<file path="src/rtl/regfile_wb_arbiter.sv">
// regfile_wb_arbiter
// Write-back arbiter for the 32x32 register file write port. Merges the
// single-cycle ALU result stream with load results, which are buffered in a
// 2-entry FIFO. A starvation counter forces a pending load to win after the
// FIFO has been passed over STARVE_MAX consecutive cycles.
//
// Ports:
//   reloj_cucu          clock, rising edge
//   reset               asynchronous active-low reset
//   alu_valid/alu_ready ALU result handshake (alu_ready combinational)
//   alu_addr/alu_data   ALU destination register and result
//   mem_valid/mem_ready load result handshake (mem_ready from registered state)
//   mem_addr/mem_data   load destination register and data
//   r_write             registered register-file write enable
//   rd_addr/rd_w_data   registered register-file write address and data
//   fifo_count          load FIFO occupancy, 0..2
module regfile_wb_arbiter #(
    parameter int ADDR       = 5,
    parameter int BUS_W      = 32,
    parameter int STARVE_MAX = 3
) (
    input  logic             reloj_cucu,
    input  logic             reset,
    input  logic             alu_valid,
    output logic             alu_ready,
    input  logic [ADDR-1:0]  alu_addr,
    input  logic [BUS_W-1:0] alu_data,
    input  logic             mem_valid,
    output logic             mem_ready,
    input  logic [ADDR-1:0]  mem_addr,
    input  logic [BUS_W-1:0] mem_data,
    output logic             r_write,
    output logic [ADDR-1:0]  rd_addr,
    output logic [BUS_W-1:0] rd_w_data,
    output logic [1:0]       fifo_count
);

    localparam logic [3:0] STARVE_LIM = 4'(STARVE_MAX);

    logic [ADDR-1:0]  fifo_addr [2];
    logic [BUS_W-1:0] fifo_data [2];
    logic             rd_ptr;
    logic [1:0]       count;
    logic [3:0]       starve_cnt;

    logic             fifo_empty;
    logic             grant_mem;
    logic             push;
    logic             wr_ptr;
    logic             win_valid;
    logic [ADDR-1:0]  win_addr;
    logic [BUS_W-1:0] win_data;

    assign fifo_empty = (count == 2'd0);
    assign mem_ready  = (count != 2'd2);
    assign push       = mem_valid & mem_ready;
    // Tail slot: with 0 or 1 entries the free slot is head + count.
    assign wr_ptr     = rd_ptr ^ count[0];
    assign grant_mem  = ~fifo_empty & (~alu_valid | (starve_cnt == STARVE_LIM));
    assign alu_ready  = ~grant_mem;
    assign fifo_count = count;

    assign win_valid  = grant_mem | alu_valid;
    assign win_addr   = grant_mem ? fifo_addr[rd_ptr] : alu_addr;
    assign win_data   = grant_mem ? fifo_data[rd_ptr] : alu_data;

    always_ff @(posedge reloj_cucu or negedge reset) begin
        if (!reset) begin
            for (int i = 0; i < 2; i++) begin
                fifo_addr[i] <= '0;
                fifo_data[i] <= '0;
            end
            rd_ptr <= 1'b0;
            count  <= 2'd0;
        end else begin
            if (push) begin
                fifo_addr[wr_ptr] <= mem_addr;
                fifo_data[wr_ptr] <= mem_data;
            end
            if (grant_mem) begin
                rd_ptr <= ~rd_ptr;
            end
            // push only happens when not full, pop only when not empty
            case ({push, grant_mem})
                2'b10:   count <= count + 2'd1;
                2'b01:   count <= count - 2'd1;
                default: count <= count;
            endcase
        end
    end

    always_ff @(posedge reloj_cucu or negedge reset) begin
        if (!reset) begin
            starve_cnt <= 4'd0;
        end else if (fifo_empty || grant_mem) begin
            starve_cnt <= 4'd0;
        end else if (starve_cnt != STARVE_LIM) begin
            starve_cnt <= starve_cnt + 4'd1;
        end
    end

    // Writes to register 0 are consumed without touching the write port.
    always_ff @(posedge reloj_cucu or negedge reset) begin
        if (!reset) begin
            r_write   <= 1'b0;
            rd_addr   <= '0;
            rd_w_data <= '0;
        end else if (win_valid && (win_addr != '0)) begin
            r_write   <= 1'b1;
            rd_addr   <= win_addr;
            rd_w_data <= win_data;
        end else begin
            r_write   <= 1'b0;
        end
    end

endmodule

</file>
<file path="config.mk">
export PLATFORM = sky130hd
export DESIGN_NAME = regfile_wb_arbiter
export DESIGN_NICKNAME = d
export VERILOG_FILES = /design/src/rtl/regfile_wb_arbiter.sv
export SDC_FILE = /design/constraint.sdc
export NUM_CORES = 1
export LEC_CHECK = 0
export CORE_AREA = 2 2 92 138
export DETAILED_ROUTE_END_ITERATION = 10
export DIE_AREA = 0 0 94 140
export PLACE_DENSITY_LB_ADDON = 0.3
export SETUP_SLACK_MARGIN = 0.05
export SLEW_MARGIN = 20
export SYNTH_ARGS = -nofsm -noshare
export SYNTH_HDL_FRONTEND = slang
export SYNTH_SLANG_ARGS = --single-unit
</file>
<file path="constraint.sdc">
create_clock -name reloj_cucu -period 3.8 [get_ports reloj_cucu]
set_input_delay 1.14 -clock reloj_cucu [delete_from_list [all_inputs] [get_ports reloj_cucu]]
set_output_delay 1.14 -clock reloj_cucu [all_outputs]
set_load 0.01 [all_outputs]
</file>
==> results.md <==
- The die covers 13,160 um^2.
- The clock sink count is 119.
- The worst max-slew margin expressed relative to the limit is 49.64%.
- The total power is 6387 uW.
- Net switching is 31.28% of the power.
- In this run, CTS created clock tree buffers numbering 17.
- The number of global-route vias before repair is 3,964.
- The initial antenna violation count came to 0.
- Global routing consumed, over all layers together, 19.41% of the routing resources.
- The pre-antenna-repair detailed-routing pass consisted of 4 iterations.
- In this run the tool buffered the top-level ports with 119 buffer cells.
- From synthesis to final layout, the design area changed by 38.24%.
- The nature of the critical path endpoint is an output pin.
- The number of inserted diodes is 0.
- The net count of the finished layout is 612.
- The maximum fanout along the worst path is 2.
- The min-delay analysis places its worst path in the category reg2reg.
- The hold buffer count at cts is 0.
- The fraction of power consumed by combinational cells is 36.7%.
- The worst-case IR drop observed on VDD is 0.0004573 V.
- The sequential cell area in the final layout is 2979 um^2.
- The share of the core filled with cells is 60.49%.
- The worst hold path endpoint is starve_cnt[0].
- The share of total power in sequential cells is 36.5%.
- The multi-input gate area in the final layout is 1982 um^2.
- In the routed design, unresolved DRC markers number 0.
- The core footprint is 11,960 um^2.
- Each instance of the synthesized netlist takes up on average 12.92 um^2.
- Across the run, the number of max-cap violations was 0.
- In the finished design, the share of the clock period the worst path needs comes to 91.13%.
- For this run, the top clock speed supported by timing is 288.8 MHz.
- The element type at the critical path start is an input pin.
- Sequential elements use 56.92% of the synthesized area.
- The first global-routing pass estimated 19.49 mm of wire.
- During synthesis, Yosys emitted a total of 0 warnings.
- For the worst setup path, the data required time is 2.66 ns.
- The total standard cell area after synthesis is 5231 um^2.
- The clock transition at the registers of the reported paths is 0.05 ns.
- Setup repair after global routing left no endpoint under its margin.
- Counting flops and latches in the post-synthesis netlist gives 119.
- The instance count of the mapped netlist is 405.
- Across all hold checks on the routed design, the worst slack comes to 0.4662 ns.
- The detailed router finished its first iteration with 129 violations.
- The die is 140 um tall.
- The type of the setup path with the least slack is in2out.
- Dividing the detail-routed wire length by the instance count gives 16.83 um.
- TritonCTS built the clock tree.
- The number of nets in the synthesized netlist is 485.
- The number of cell instances on the worst register-to-register path is 5.
- The insertion delay of the later-clocked pin in the worst-skew pair is 0.40 ns.
- Counting along the longest clock path gives a buffer depth of 2.
- The time the worst path needs with I/O delays and setup is 3.463 ns.
- The startpoint identified for the worst register-to-register timing path is rd_ptr.
- Setup violations remaining at the end of the flow were counted as 0.
- For the pin with the worst max-slew slack, the measured transition is 0.7554 ns.
- STA puts the critical path data arrival time at 2.32 ns.
- The detail route stage leaves a number of antenna-violating nets equal to 0.
- The proportion of layout cells with a drive suffix above 1 is 23.85%.
- For this run the aggregate overflow at the end of global routing stands at 0.
- After legalization and detailed placement, the total HPWL measured 7.987 mm.
- The tree is rooted in a clkbuf_16.
- Using the TritonRoute via totals, the vias-per-cell ratio works out to 5.183.
- The final hold violation count came to 0.
- The dominant synthesized flop cell is dfrtp_1.
- The floorplan step set the die width to 94 um.
- The final setup TNS is 0 ns.
- The flow ran to the end, and the final reports show no timing, DRC or antenna violations.
- Counting instances, the worst hold path has a depth of 1.
- The initial utilization of the core area, before any placement, comes to 43.76%.
- The clock network is responsible for 26.8% of the overall power.
- The worst hold path begins at starve_cnt[0].
- The internal cell power is 4389 uW.
- Summed over all layers, the routed wires come to 11.75 mm.
- The leakage power summed over all cells is 0.003216 uW.
- The H-tree generated during clock tree synthesis spans 4 levels.
- The final count of pins violating max slew is 0.
- Buffers added to address setup during post-CTS repair amount to 0.
- The worst slack at placement is 0.3367 ns.
- The worst-case register-to-register setup slack is 1.32 ns.
- The maximum number of pins on one net before global-route repair is 60.
- The number of synthesized flops with an enable pin is 0.
- The final estimated routing congestion in global placement is 0.7534.
- The total number of vias is 3,618.
- The worst register-to-register path ends at rd_w_data[14].
- Counting the fill cells in the layout gives 1,004.
- The count of cell types in the netlist is 30.
- 120 I/O pins were placed.
- After layout, the worst setup slack is 0.3372 ns.
- Post-CTS repair changed the size of 0 cells.
- The switching power is 1998 uW.
- The clock tree skew after final layout is 0.007112 ns.
- The placement row count is 49.
- The total power per unit cell area is 883.2 nW/um^2.
- The share of async-settable or async-resettable flops after synthesis is 100.0%.
[registers in the layout, summed over array words and instances (netlist names)]
register,cells
fifo_addr,10
rd_addr,5
fifo_count,2
rd_ptr,1
starve_cnt,4
r_write,1
fifo_data,64
rd_w_data,32
[synthesized netlist by cell type, types with 2 or more instances]
cell	number	share of area, %
xnor2_1	3	0.50
mux2i_1	38	7.3
inv_1	39	2.8
nand2_1	4	0.29
xor2_1	3	0.50
buf_1	2	0.14
ha_1	2	0.48
dfrtp_1	119	57
a221oi_1	35	5.9
nor2_1	43	3.1
and2_1	2	0.24
nand3_1	2	0.19
nor4_1	2	0.24
clkbuf_1	3	0.22
mux2_2	77	17
buf_6	3	0.65
buf_2	15	1.4
[power groups by stage]
stage	Combinational (uW)	Clock (uW)	Sequential, uW
after floorplan	1480	0	2300
after global placement	2300	0	2310
after detailed placement	2370	0	2350
after CTS	2390	1750	2340
after global routing	2550	1810	2430
final	2340	1710	2330
[cells in the final DEF, fill, tap and decap left out, types with 2 or more instances in the layout]
cell type	netlist	layout
and2_1	2	2
clkbuf_16	0	17
inv_1	39	39
clkinv_4	0	3
nor2_1	43	43
inv_6	0	5
mux2i_1	38	38
nand2_1	4	3
clkdlybuf4s50_1	0	118
xnor2_1	3	3
ha_1	2	2
bufinv_16	0	4
nand2_2	1	2
xor2_1	3	3
nand3_1	2	2
clkinvlp_4	0	2
buf_4	0	12
a221oi_1	35	35
nor4_1	2	2
dfrtp_1	119	118
mux2_2	77	77
[per-stage QoR]
step / area, um^2 / cells
3_5_place_dp: 6590 / 666
5_1_grt: 7232 / 698
3_3_place_gp: 6590 / 666
6_report: 7232 / 698
4_1_cts: 7232 / 698
2_1_floorplan: 5231 / 405
[critical path, cell delays in order]
cell and delay, ns:
clkdlybuf4s50_1 0.52, a21oi_4 0.07, inv_1 0.07, clkdlybuf4s50_1 0.52
[worst max path at each step]
stage,from,slack (ns),end
floorplan,alu_addr[3],1.16,rd_addr[0]
global placement,alu_valid,0.33,alu_ready
detailed placement,alu_valid,0.34,alu_ready
CTS,alu_valid,0.33,alu_ready
global route,alu_valid,0.28,alu_ready
finish,alu_valid,0.34,alu_ready
[cell type report]
cell class	count	share of cell area, %
clock buffers	17	5.882
clock inverters	15	2.993
inverters	39	2.024
multi-input cells	224	27.40
flip-flops and latches	119	41.19
well taps	153	2.647
repair buffers	131	17.85
[per-layer routing]
metal | share of wire (%) | wire length, um | GRT usage, %
met1 | 37 | 4379 | 20.95
met2 | 57 | 6718 | 35.53
met3 | 3.8 | 450 | 5.325
met4 | 1.7 | 197 | 7.094
met5 | 0 | 0 | 0
[cells by family (layout without fill, tap and decap cells)]
group                    count (synthesis)  after routing  share of synthesized area (%)
AO/OA/AOI/OAI                           43             43                          7.726
multiplexers                           115            115                          23.85
AND/OR/NAND/NOR                         58             58                          4.784
XOR/XNOR                                 6              6                          1.005
flip-flops                             119            119                          56.92
buffers and inverters                   62            202                          5.238
adder cells (fa/ha/maj)                  2              2                         0.4783
Power figures use the tool's default switching activity.
==> edit, RTL diff (same settings) <==
The parameter `ADDR` goes from 5 to 10.
--- a/src/rtl/regfile_wb_arbiter.sv
+++ b/src/rtl/regfile_wb_arbiter.sv
@@ -15,7 +15,7 @@
 //   rd_addr/rd_w_data   registered register-file write address and data
 //   fifo_count          load FIFO occupancy, 0..2
 module regfile_wb_arbiter #(
-    parameter int ADDR       = 5,
+    parameter int ADDR       = 10,
     parameter int BUS_W      = 32,
     parameter int STARVE_MAX = 3
 ) (
Ports: changed (resized alu_addr, mem_addr and rd_addr); port bits go from 120 to 135. No check against the original RTL was run, so the function may have changed too.
==> edit against the original RTL <==
Sequential cell count grew 15; routed wire length is 36% higher; critical path type unchanged; setup slack got worse by 42 ps; largest power group unchanged; final area rose by 18%; total power rose by 13%; area after synthesis grew 23%; utilization grew 11 points; critical path depth is the same; critical endpoint unchanged.
==> edit: results (changes against the original RTL) <==
path depth of the worst reg2reg path 7 (+2); Synth Area in Compound Gates 0.1205 (+0.04324); adder-cell share of the synthesized area 0.003899 (-0.0008841); Peak VDD IR 0.0005192 V (+14%); terminus of the critical flop-to-flop path rd_w_data[0]$_DFFE_PN0P_; Fill cells 856 (-15%); vias in the first global route 5181 (+31%); number of I/O port buffers 134 (+13%); Net Sw Power 0.002255 W (+13%); largest net degree at the start of global routing 93 (+55%); Avg WL per Cell 20.31 um (+21%); routability congestion estimate 0.7757 (+3.0%); mux contribution to synthesized area 0.2238 (-0.01463); Final nets 710 (+16%); Power Total 0.007199 W (+13%); HP Start fifo_data[3]$_DFFE_PN0P_; skew final 12.08 ps (+4.973 ps); HP Class reg2reg; status finished, final reports clean; CP arrival 2360 ps (+40 ps); XOR/XNOR share of the synthesized area 0.008189 (-0.001857); slowest stage delay, CP 540 ps (+20 ps); Max-slew headroom 0.4380 (-0.05837); Pre-antenna DRT Iters 4 (unchanged); DR iter-0 viols 195 (+51%); overall global routing resource usage 0.2549 (+0.06089); layout cell share with drive strength beyond 1 0.2959 (+0.05735); top flop regs fifo_data (64), rd_w_data (32), fifo_addr (20); Yosys cell types 36 (+20%); Reg2Reg Setup Slack 1110 ps (-210 ps); via count 4665 (+29%); launch point of the worst reg-to-reg path starve_cnt[0]$_DFFE_PN0P_
==> edit: changes by cell type in the layout (fill, tap and decap cells not counted), moves of 22 or more <==
cell	unedited run	this run
nor2_1	43	8
mux2i_1	38	4
a221oi_1	35	0
mux2_1	0	22
o21ai_0	1	32
o211ai_2	0	30
mux2_2	77	102
nand3_1	2	35
inv_1	39	2
nand4_1	0	33
==> edit: logic make-up (layout without fill, tap and decap cells) <==
family                   Yosys count  in the layout
flip-flops                       134            134
multiplexers                     128            128
AND/OR/NAND/NOR                   95             95
AO/OA/AOI/OAI                     87             87
buffers and inverters             45            180
XOR/XNOR                           6              6
adder cells (fa/ha/maj)            2              2
==> edit: metal layers <==
metal,global-route usage,part of all wire,up-vias
met5,0,0,-
met4,0.08391,0.013,0
met3,0.04196,0.039,19
met2,0.4583,0.54,136
met1,0.3067,0.41,2381
li1,-,-,2129
==> edit: layout make-up <==
class	count	area share
clock buffer	19	0.05207
timing repair buffer	147	0.1752
clock inverter	12	0.02089
sequential	134	0.3943
multi-input combinational	318	0.3342
inverter	2	0.0008825
tap	153	0.02250
==> edit: worst min path at each step <==
stage               slack [ps]                   endpoint  cells after the start
detailed placement         480   fifo_data[5]$_DFFE_PN0P_                      1
floorplan                  430  starve_cnt[0]$_DFFE_PN0P_                      1
CTS                        490   fifo_data[5]$_DFFE_PN0P_                      1
finish                     490   fifo_data[3]$_DFFE_PN0P_                      1
global placement           450  starve_cnt[0]$_DFFE_PN0P_                      1
global route               500  fifo_data[24]$_DFFE_PN0P_                      1
==> edit: metrics by stage <==
stage	area, um^2	std cells	setup slack, ps	util
floorplan	6417	497	1222	-
global placement	7879	754	313.8	0.6590
detailed placement	7886	754	297.3	0.6597
CTS	8507	785	286.7	0.7116
global route	8507	785	261.2	0.7116
finish	8507	785	295.5	0.7116
